`src/rtl/time_countdown.sv`:
```
// Hours:minutes:seconds countdown timer with load, start/pause and a done pulse at zero.
// Optional build macro TIME_COUNTDOWN_AUTORELOAD_EN: restart from the stored preset instead of expiring.
module time_countdown #(
  parameter int unsigned SECOND_REFERENCE = 250
) (
  input  logic       clock,
  input  logic       reset,
  input  logic       load,
  input  logic [7:0] preset_seconds,
  input  logic [7:0] preset_minutes,
  input  logic [7:0] preset_hours,
  input  logic       startStop,
  output logic [7:0] seconds,
  output logic [7:0] minutes,
  output logic [7:0] hours,
  output logic       running,
  output logic       expired,
  output logic       done,
  output logic [1:0] state_dbg
);

  // Handshake: load and startStop are single-cycle pulses sampled on the rising
  // clock edge; load wins when both are high. done is a one-cycle output pulse.
  typedef enum logic [1:0] {IDLE = 2'd0, RUN = 2'd1, PAUSE = 2'd2, EXPIRED = 2'd3} state_t;

  localparam logic [24:0] PRESCALE_LAST = 25'(SECOND_REFERENCE - 1);

  state_t      state;
  logic [24:0] prescaler;
  logic [7:0]  clamp_s, clamp_m, clamp_h;
  logic [7:0]  dec_s, dec_m, dec_h;
  logic        tick_sec, time_zero, last_sec;
`ifdef TIME_COUNTDOWN_AUTORELOAD_EN
  logic [7:0]  store_s, store_m, store_h;
`endif

  assign state_dbg = state;

  always_comb begin
    clamp_s   = (preset_seconds > 8'd59) ? 8'd59 : preset_seconds;
    clamp_m   = (preset_minutes > 8'd59) ? 8'd59 : preset_minutes;
    clamp_h   = (preset_hours   > 8'd99) ? 8'd99 : preset_hours;
    time_zero = (seconds == 8'd0) && (minutes == 8'd0) && (hours == 8'd0);
    last_sec  = (seconds == 8'd1) && (minutes == 8'd0) && (hours == 8'd0);
    tick_sec  = (prescaler == PRESCALE_LAST);
    dec_s     = seconds;
    dec_m     = minutes;
    dec_h     = hours;
    // Borrow chain; hours is never zero here because RUN stops at 00:00:00.
    if (seconds != 8'd0) begin
      dec_s = seconds - 8'd1;
    end else if (minutes != 8'd0) begin
      dec_s = 8'd59;
      dec_m = minutes - 8'd1;
    end else begin
      dec_s = 8'd59;
      dec_m = 8'd59;
      dec_h = hours - 8'd1;
    end
  end

  always_ff @(posedge clock or negedge reset) begin
    if (!reset) begin
      state     <= IDLE;
      prescaler <= 25'd0;
      seconds   <= 8'd0;
      minutes   <= 8'd0;
      hours     <= 8'd0;
      running   <= 1'b0;
      expired   <= 1'b0;
      done      <= 1'b0;
`ifdef TIME_COUNTDOWN_AUTORELOAD_EN
      store_s   <= 8'd0;
      store_m   <= 8'd0;
      store_h   <= 8'd0;
`endif
    end else begin
      done <= 1'b0;
      if (load) begin
        seconds   <= clamp_s;
        minutes   <= clamp_m;
        hours     <= clamp_h;
`ifdef TIME_COUNTDOWN_AUTORELOAD_EN
        store_s   <= clamp_s;
        store_m   <= clamp_m;
        store_h   <= clamp_h;
`endif
        prescaler <= 25'd0;
        state     <= IDLE;
        running   <= 1'b0;
        expired   <= 1'b0;
      end else begin
        case (state)
          IDLE: begin
            if (startStop && !time_zero) begin
              state     <= RUN;
              running   <= 1'b1;
              prescaler <= 25'd0;
            end
          end
          RUN: begin
            // A pause edge is still a counting cycle; expiry below overrides it.
            if (startStop) begin
              state   <= PAUSE;
              running <= 1'b0;
            end
            if (tick_sec) begin
              prescaler <= 25'd0;
              if (last_sec) begin
                done <= 1'b1;
`ifdef TIME_COUNTDOWN_AUTORELOAD_EN
                seconds <= store_s;
                minutes <= store_m;
                hours   <= store_h;
`else
                seconds <= 8'd0;
                minutes <= 8'd0;
                hours   <= 8'd0;
                state   <= EXPIRED;
                running <= 1'b0;
`endif
              end else begin
                seconds <= dec_s;
                minutes <= dec_m;
                hours   <= dec_h;
              end
            end else begin
              prescaler <= prescaler + 25'd1;
            end
          end
          PAUSE: begin
            if (startStop) begin
              state   <= RUN;
              running <= 1'b1;
            end
          end
          EXPIRED: expired <= 1'b1;
          default: state <= IDLE;
        endcase
      end
    end
  end

endmodule

```
`config.mk`:
```
export PLATFORM = sky130hd
export DESIGN_NAME = time_countdown
export DESIGN_NICKNAME = d
export VERILOG_FILES = /design/src/rtl/time_countdown.sv
export SDC_FILE = /design/constraint.sdc
export NUM_CORES = 1
export LEC_CHECK = 0
export BUFFER_PORTS_ARGS = -buffer_cell sky130_fd_sc_hd__buf_4
export CORE_MARGIN = 4
export CORE_UTILIZATION = 57
export DETAILED_ROUTE_END_ITERATION = 10
export GPL_TIMING_DRIVEN = 0
export PLACE_DENSITY_LB_ADDON = 0.3
export SLEW_MARGIN = 15
export SYNTH_ARGS = -nofsm -noshare
export SYNTH_HDL_FRONTEND = slang
export SYNTH_SLANG_ARGS = --single-unit
```
`constraint.sdc`:
```
create_clock -name clock -period 3.71 [get_ports clock]
set_input_delay 0.371 -clock clock [delete_from_list [all_inputs] [get_ports clock]]
set_output_delay 0.371 -clock clock [all_outputs]
set_load 0.01 [all_outputs]
```
Yosys cells after proc, flatten, opt, wreduce, memory -nomap -nowiden
Cells that the tools add are included.
Widths: inputs -> output; s select.
{ "op_classes": {"addsub": 4, "multipliers": 0, "n_div": 0, "n_lt_le_gt_ge": 3, "n_eq_ne": 9, "shifts": 0, "muxes": 44, "bitwise": 0, "reduce_logical": 22} }
{ "op_table": {"columns": ["cell", "n"], "rows": [
  ["$mux 8", 20],
  ["$mux 25", 3],
  ["$pmux 25 s2", 1],
  ["$add 25x1->25 const B", 1],
  ["$eq 25x8->1 const B", 1],
  ["$logic_not 8->1", 3],
  ["$sub 8x1->8 const B", 3],
  ["$gt 8x6->1 const B", 2],
  ["$reduce_bool 8->1", 2],
  ["$mux 1", 12],
  ["$mux 2", 6],
  ["$ne 3x3->1 const B", 4],
  ["$eq 8x1->1 const B", 1],
  ["$gt 8x7->1 const B", 1],
  ["$pmux 2 s3", 1],
  ["$reduce_and 3->1", 2],
  ["$reduce_bool 2->1", 3],
  ["$logic_and 1x1->1", 5],
  ["$eq 2x2->1 const B", 2],
  ["$reduce_and 2->1", 2],
  ["$reduce_and 4->1", 1],
  ["$reduce_bool 4->1", 1],
  ["$pmux 1 s3", 1],
  ["$reduce_bool 3->1", 1],
  ["other kinds (3)", 3]
]} }
{ "word_totals": {"register_bits": 54, "latch_bits": 0, "ram_bits": 0, "rom_bits": 0, "inputBits": 28, "output_inout_bits": 29, "n_memories": 0} }

Depth between registers and ports, before layout
Gate-level depths: netlist of run 1.
{ "logic_depth": {"ltp_word": 8, "ltp_mapped": 10, "mapped_depth_nobuf": 8} }

Worst setup path before layout of run 1
OpenSTA, ideal clock, no wires.
{ "synth_timing": {"kind": "reg-to-reg", "startpoint": "reg prescaler[1]", "endpoint": "reg hours[5]", "setup_time_ns": 0.077, "arrival_time_ns": 2.588, "t_required_ns": 3.633, "path_slack_ns": 1.045, "path_stages_with_launch": 9, "n_path_buf": 0, "synth_period_minus_slack_ns": 2.665, "path_cell_list": "dfrtp_1 -> inv_1 -> ha_1 -> or4b_4 -> or4_4 -> nor4_4 -> nand3_2 -> o41a_1 -> a21oi_1"} }
{ "synth_between": {"elab_chain_cells": 3} }
{ "synth_lines": {"columns": ["element", "line", "rtl"], "rows": [
  ["from (decl)", "29", "logic [24:0] prescaler;"],
  ["from (signal assigned)", "128", "prescaler <= prescaler + 25'd1;"],
  ["$eq 25x8->1", "45", "tick_sec = (prescaler == PRESCALE_LAST);"],
  ["$reduce_bool 2->1 (no line)", null, null],
  ["$reduce_and 4->1 (no line)", null, null],
  ["to (signal assigned)", "82", "hours <= clamp_h;"],
  ["to (signal assigned)", "125", "hours <= dec_h;"],
  ["to (decl)", "15", "output logic [7:0] hours,"]
]} }
No other way between the ends.
A chain may end at the register's enable or synchronous reset.

Worst setup path in the final report of run 1
{ "layout_timing": {"startpoint": "reg seconds[4]", "endpoint": "reg prescaler[15]"} }
{ "layout_between": {"elab_chain_cells": 7} }
{ "layout_lines": {"columns": ["element", "line", "rtl"], "rows": [
  ["from (decl)", "13", "output logic [7:0] seconds,"],
  ["from (signal assigned)", "80", "seconds <= clamp_s;"],
  ["from (signal assigned)", "123", "seconds <= dec_s;"],
  ["$logic_not 8->1", "43", "time_zero = (seconds == 8'd0) && (minutes == 8'd0) && (hours == 8'd0);"],
  ["$logic_and 1x1->1 (2 in series)", "43", null],
  ["$logic_not 1->1", "95", "if (startStop && !time_zero) begin"],
  ["$logic_and 1x1->1", "95", null],
  ["$ne 3x3->1 (no line)", null, null],
  ["$reduce_and 2->1 (no line)", null, null]
]} }
No other way between the ends.

==> flow_metrics.py, run 1 <==
metrics = {
    "clock_network": {
        "cts-root-buf": "clkbuf_8",
        "cts_buffers": 5,
        "cts.sink_count": 54,
        "cts_tree": "done",
        "post_cts_buffers": 0,
        "clock_path_buffers": 2,
        "insertion_delay_ns": 0.31,
        "ctsHoldBuffers": 0,
        "htree_levels": 2,
        "ctsResizeCount": 0,
        "clk_pin_slew_ns": 0.10,
    },
    "place": {
        "dp_cells": 547,
        "io_buffers": 56,
        "dp.final_hpwl_um": 7066,
        "place_ws_ns": 0.4935,
        "gp_congestion": 0.8869,
    },
    "finish": {
        "drive_above_1_share_pct": 20.46,
        "diodes": 0,
        "num-fill-cells": 469,
        "register_area_um2": 1351,
        "syn2layout_area_growth_pct": 17.60,
        "nNetsFinal": 518,
        "final_cells": 554,
        "multi_input_area_um2": 2078,
    },
    "pwr": {
        "powerDensity_nw_per_um2": 384.9,
        "p_sw_share_pct": 34.21,
        "clockPowerShare_pct": 25.3,
        "ir_drop_uv": 245.6,
        "combPwrFrac_pct": 32.1,
        "p_leak_nw": 1.752,
        "p_seq_share_pct": 42.5,
        "totalPowerFinal_mw": 1.612,
        "switchingPower_mw": 0.5517,
        "internal_power_mw": 1.061,
    },
    "routing": {
        "wl_per_cell_um": 17.52,
        "drt-total-wl_um": 9704,
        "vias_per_cell": 6.433,
        "drtIter0Drc": 285,
        "num_vias": 3564,
        "drtPass1Iterations": 6,
        "drc": 0,
        "postRouteAntennaNets": 0,
    },
    "timing": {
        "fin_ws_ns": 0.4420,
        "tightest_slew_ns": 0.8842,
        "fmax_ghz": 0.3060,
        "clock_skew_ns": 0.005777,
        "slew_violations": 0,
        "finalHoldViolCount": 0,
        "min_period_over_period_pct": 88.09,
        "rsz0062_at_grt": "false",
        "final.min_clock_period_ns": 3.268,
        "slew_headroom_pct": 40.51,
        "final-setup-viol-count": 0,
        "tns_ns": 0,
    },
    "yosys": {
        "synth_common_cells": "dfrtp_1, nor2_1, nand2_1",
        "synth_most_common_cell": "dfrtp_1",
        "synth_nets": 455,
        "synth-edff-count": 0,
        "ys_top_cells_by_area": "dfrtp_1, nor2_1, o21ai_0",
        "syn-instance-count": 416,
        "yosysTopAreaCell": "dfrtp_1",
        "ys_ff_latch": 54,
        "syn_avg_cell_area_um2": 8.563,
        "ys_async_sr_fraction_pct": 100.0,
        "syn_area_um2": 3562,
        "seq_area_frac_synth_pct": 37.93,
        "ys_types": 69,
        "synthFlopType": "dfrtp_1",
        "synth_warnings": 0,
        "synth_top_area_share_pct": 37.93,
    },
    "worst_setup_path": {
        "timing.rr.start": "seconds[4]$_DFFE_PN0P_",
        "slowest_delay_ns": 0.74,
        "startpoint": "seconds[4]$_DFFE_PN0P_",
        "crit_buf_inv": 2,
        "critPathKind": "register to register",
        "start_kind": "register",
        "path_cells": "or4_1, nor4b_2, a31o_2, clkbuf_1, clkbuf_1, o21ai_0, o31ai_1",
        "crit_path_end_kind": "register",
        "cp_max_fo": 10,
        "cp_top_family": "simple AND/OR/NAND/NOR gates",
        "worstPathRequired_ns": 3.92,
        "arrival_ns": 3.48,
        "crit_path_frequent_cell": "clkbuf_1",
        "worst_path_max_delay_cell": "nor4b_2",
    },
    "die": {
        "die_area_um2": 7579,
        "fp-row-count": 28,
        "start_util_pct": 59.46,
        "core_um2": 5991,
        "top_level_ports": 57,
        "die_width_um": 87.06,
        "dieHeight_um": 87.06,
    },
    "global_routing": {
        "gr-usage-all-layers_pct": 25.97,
        "grt_max_degree": 55,
        "grt_overflow": 0,
        "grt_antenna_before_repair": 0,
        "grt_pass1_wl_um": 15870,
        "grt_pass1_vias": 3394,
    },
    "run_status": {
        "status": "finished, final reports clean",
    },
    "run": {
        "maxCapViolations": 0,
    },
    "min_path": {
        "hp-class": "primary input to asynchronous set/reset pin",
    },
}
## cell usage in the layout, fill, tap and decap left out, drive strengths merged, types with 7 or more instances in the layout
cell type  synthesis  final
o31ai              7      7
inv               12     12
or4                7      7
dfrtp             54     54
and3               9      9
xor2               8      8
o21ai             32     32
nand3             15     15
nand2             34     34
buf                9     65
nor2b              9      9
nand4             11     11
nor4              12     12
ha                11     11
nor3              27     27
nor2              48     48
clkbuf             7     13
a21oi             22     22
## metal layers
layer	GRT usage, %	vias to the layer above	wire (µm)
met5	0	-	0
met4	8.074	0	171
met3	3.879	27	745
met2	44.86	179	4754
met1	33.35	1686	4033
li1	-	1672	-
## path summary, 6_finish.rpt
kind | cells past startpoint | slack [ns] | end
max | 7 | 0.44 | prescaler[15]$_DFFE_PN0P_
min | 1 | 0.1 | seconds[2]$_DFFE_PN0P_
max reg2reg | 7 | 0.44 | prescaler[15]$_DFFE_PN0P_
min reg2reg | 2 | 0.52 | expired$_DFFE_PN0P_
max in group asynchronous | 1 | 3.16 | prescaler[8]$_DFFE_PN0P_
min in group clock | 3 | 0.29 | hours[3]$_DFFE_PN0P_
## power groups by stage
stage / clock, mW / combinational (mW) / sequential, mW
floorplan: 0 / 0.309 / 0.703
global placement: 0 / 0.496 / 0.695
detailed placement: 0 / 0.511 / 0.697
CTS: 0.410 / 0.515 / 0.685
global route: 0.435 / 0.565 / 0.693
finish: 0.408 / 0.518 / 0.686
## layout make-up
cell class	count	share of cell area [%]
plain buffers	16	2.091
clock buffers	6	1.971
clock inverters	1	0.7168
inverters	12	1.075
multi-input cells	334	49.61
flip-flops and latches	54	32.26
well taps	75	2.240
repair buffers	56	10.04
## cells by family after synthesis
| family | synth area share (%) |
|---|---|
| flip-flops | 37.93 |
| XOR/XNOR | 3.196 |
| AND/OR/NAND/NOR | 31.44 |
| adder cells (fa/ha/maj) | 3.864 |
| buffers and inverters | 3.723 |
| AO/OA/AOI/OAI | 18.41 |
| multiplexers | 1.440 |
## per-stage QoR
| step | instance area, µm² | hold WS, ns | util [%] |
|---|---|---|---|
| 2_1_floorplan | 3562 | 0.07541 | - |
| 3_3_place_gp | 4076 | 0.4600 | 68.05 |
| 3_5_place_dp | 4076 | 0.4592 | 68.05 |
| 4_1_cts | 4189 | 0.1220 | 69.92 |
| 5_1_grt | 4189 | 0.1373 | 69.92 |
| 6_report | 4189 | 0.09603 | 69.92 |
## state kept, by name (all words and copies together) (netlist names)
signal,cells
state_dbg,2
done,1
running,1
prescaler,25
seconds,8
expired,1
hours,8
minutes,8
## worst reg2reg max path, stage by stage, from the launching register on
cell	delay (ns)
dfrtp_1	0.46
or4_1	0.61
nor4b_2	0.75
a31o_2	0.26
clkbuf_1	0.38
clkbuf_1	0.43
o21ai_0	0.17
o31ai_1	0.10
No activity file was read; power rests on OpenSTA's default activity.
==> inputs of run 2 (changes only) <==
- PLACE_DENSITY: default -> 0.8
- PLACE_DENSITY_LB_ADDON: 0.3 -> default
==> flow_metrics.py, run 2 (synthesis gave the netlist of run 1 again) <==
metrics = {
    "die": {
        "start_util_pct": 59.46,
        "fp-row-count": 28,
        "top_level_ports": 57,
        "core_um2": 5991,
        "die_width_um": 87.06,
        "dieHeight_um": 87.06,
        "die_area_um2": 7579,
    },
    "worst_setup_path": {
        "start_kind": "register",
        "arrival_ns": 3.49,
        "rrSetupSlack_ns": 0.44,
        "crit_path_frequent_cell": "clkbuf_1",
        "critPathKind": "register to register",
        "crit_buf_inv": 2,
        "worstPathRequired_ns": 3.93,
        "slowest_delay_ns": 0.76,
        "worst_path_max_delay_cell": "nor4b_2",
        "cp_max_fo": 10,
        "crit_path_end_kind": "register",
        "path_cells": "or4_1, nor4b_2, a31o_2, clkbuf_1, clkbuf_1, o21ai_0, o31ai_1",
        "cp_top_family": "simple AND/OR/NAND/NOR gates",
    },
    "clock_network": {
        "cts_buffers": 5,
        "post_cts_buffers": 0,
        "clk_pin_slew_ns": 0.10,
        "cts.sink_count": 54,
        "cts_tree": "done",
        "cts-root-buf": "clkbuf_8",
        "htree_levels": 2,
        "clock_path_buffers": 2,
        "ctsResizeCount": 0,
        "insertion_delay_ns": 0.32,
        "ctsHoldBuffers": 0,
    },
    "finish": {
        "final_common_cell": "buf_4",
        "diodes": 0,
        "final_cell_mix": "buf_4, dfrtp_1, nor2_1",
        "largest_register_ffs": 25,
        "design_area_um2": 4183,
        "top_register": "prescaler",
        "fin_util_pct": 69.82,
        "num-fill-cells": 472,
        "syn2layout_area_growth_pct": 17.42,
        "drive_above_1_share_pct": 20.21,
        "nNetsFinal": 518,
    },
    "routing": {
        "postRouteAntennaNets": 0,
        "wl_per_cell_um": 17.72,
        "vias_per_cell": 6.445,
        "num_vias": 3577,
        "drtIter0Drc": 390,
        "drtPass1Iterations": 5,
        "drc": 0,
        "drt-total-wl_um": 9832,
    },
    "timing": {
        "min_period_over_period_pct": 88.03,
        "final.min_clock_period_ns": 3.266,
        "slew_violations": 0,
        "slew_headroom_pct": 41.24,
        "tns_ns": 0,
        "hold_ws_ns": 0.08995,
        "fmax_ghz": 0.3062,
        "final-setup-viol-count": 0,
        "clock_skew_ns": 0.009587,
        "finalHoldViolCount": 0,
        "rsz0062_at_grt": "false",
        "tightest_slew_ns": 0.8691,
    },
    "place": {
        "io_buffers": 56,
        "detailed_place.area_um2": 4076,
        "gp_congestion": 0.8761,
        "dp.final_hpwl_um": 7201,
    },
    "global_routing": {
        "grt_max_degree": 55,
        "grt_overflow": 0,
        "grt_pass1_wl_um": 16290,
        "grt_antenna_before_repair": 0,
        "grt_pass1_vias": 3314,
        "gr-usage-all-layers_pct": 27.07,
    },
    "pwr": {
        "switchingPower_mw": 0.5708,
        "powerDensity_nw_per_um2": 387.3,
        "totalPowerFinal_mw": 1.620,
        "p_seq_share_pct": 42.4,
        "combPwrFrac_pct": 32.8,
        "ir_drop_uv": 298.0,
        "p_leak_nw": 1.747,
        "p_sw_share_pct": 35.23,
        "clockPowerShare_pct": 24.8,
        "internal_power_mw": 1.049,
    },
    "run_status": {
        "status": "finished, final reports clean",
    },
    "run": {
        "maxCapViolations": 0,
    },
    "min_path": {
        "hp-class": "primary input to asynchronous set/reset pin",
    },
}
[run 2: worst paths after layout]
kind / startpoint / end / depth (start not counted)
max: seconds[4]$_DFFE_PN0P_ / prescaler[14]$_DFFE_PN0P_ / 7
min: reset / expired$_DFFE_PN0P_ / 1
max reg2reg: seconds[4]$_DFFE_PN0P_ / prescaler[14]$_DFFE_PN0P_ / 7
min reg2reg: expired$_DFFE_PN0P_ / expired$_DFFE_PN0P_ / 2
max in group asynchronous: reset / prescaler[21]$_DFFE_PN0P_ / 1
min in group clock: preset_hours[3] / hours[3]$_DFFE_PN0P_ / 3
[run 2: final cells by class]
class	instances	area, µm²	share of cell area (%)
Inverter	12	45.04	1.077
Clock inverter	1	30.03	0.7179
Buffer	16	87.58	2.094
Sequential cell	54	1351	32.31
Multi-Input combinational cell	334	2078	49.69
Tap cell	75	93.84	2.243
Timing Repair Buffer	56	420.4	10.05
Clock buffer	7	76.32	1.825
[run 2: metal layers]
| metal | track usage, % | up-vias | part of all wire [%] |
|---|---|---|---|
| li1 | - | 1686 | - |
| met1 | 37.79 | 1697 | 43 |
| met2 | 43.13 | 171 | 46 |
| met3 | 3.217 | 23 | 8.7 |
| met4 | 10.06 | 0 | 2.0 |
| met5 | 0 | - | 0 |
[run 2: stage by stage]
| stage | worst slack, ns | std cells |
|---|---|---|
| 2_1_floorplan | 1.045 | 416 |
| 3_3_place_gp | 0.6252 | 547 |
| 3_5_place_dp | 0.5409 | 547 |
| 4_1_cts | 0.5151 | 555 |
| 5_1_grt | 0.1994 | 555 |
| 6_report | 0.4439 | 555 |
[run 2: power groups by stage]
stage          combinational (mW)  clock [mW]  sequential [mW]
4_1_cts                     0.529       0.407            0.686
2_1_floorplan               0.309           0            0.703
5_1_grt                     0.584       0.436            0.695
3_5_place_dp                0.526           0            0.698
6_report                    0.531       0.402            0.688
3_3_place_gp                0.507           0            0.693
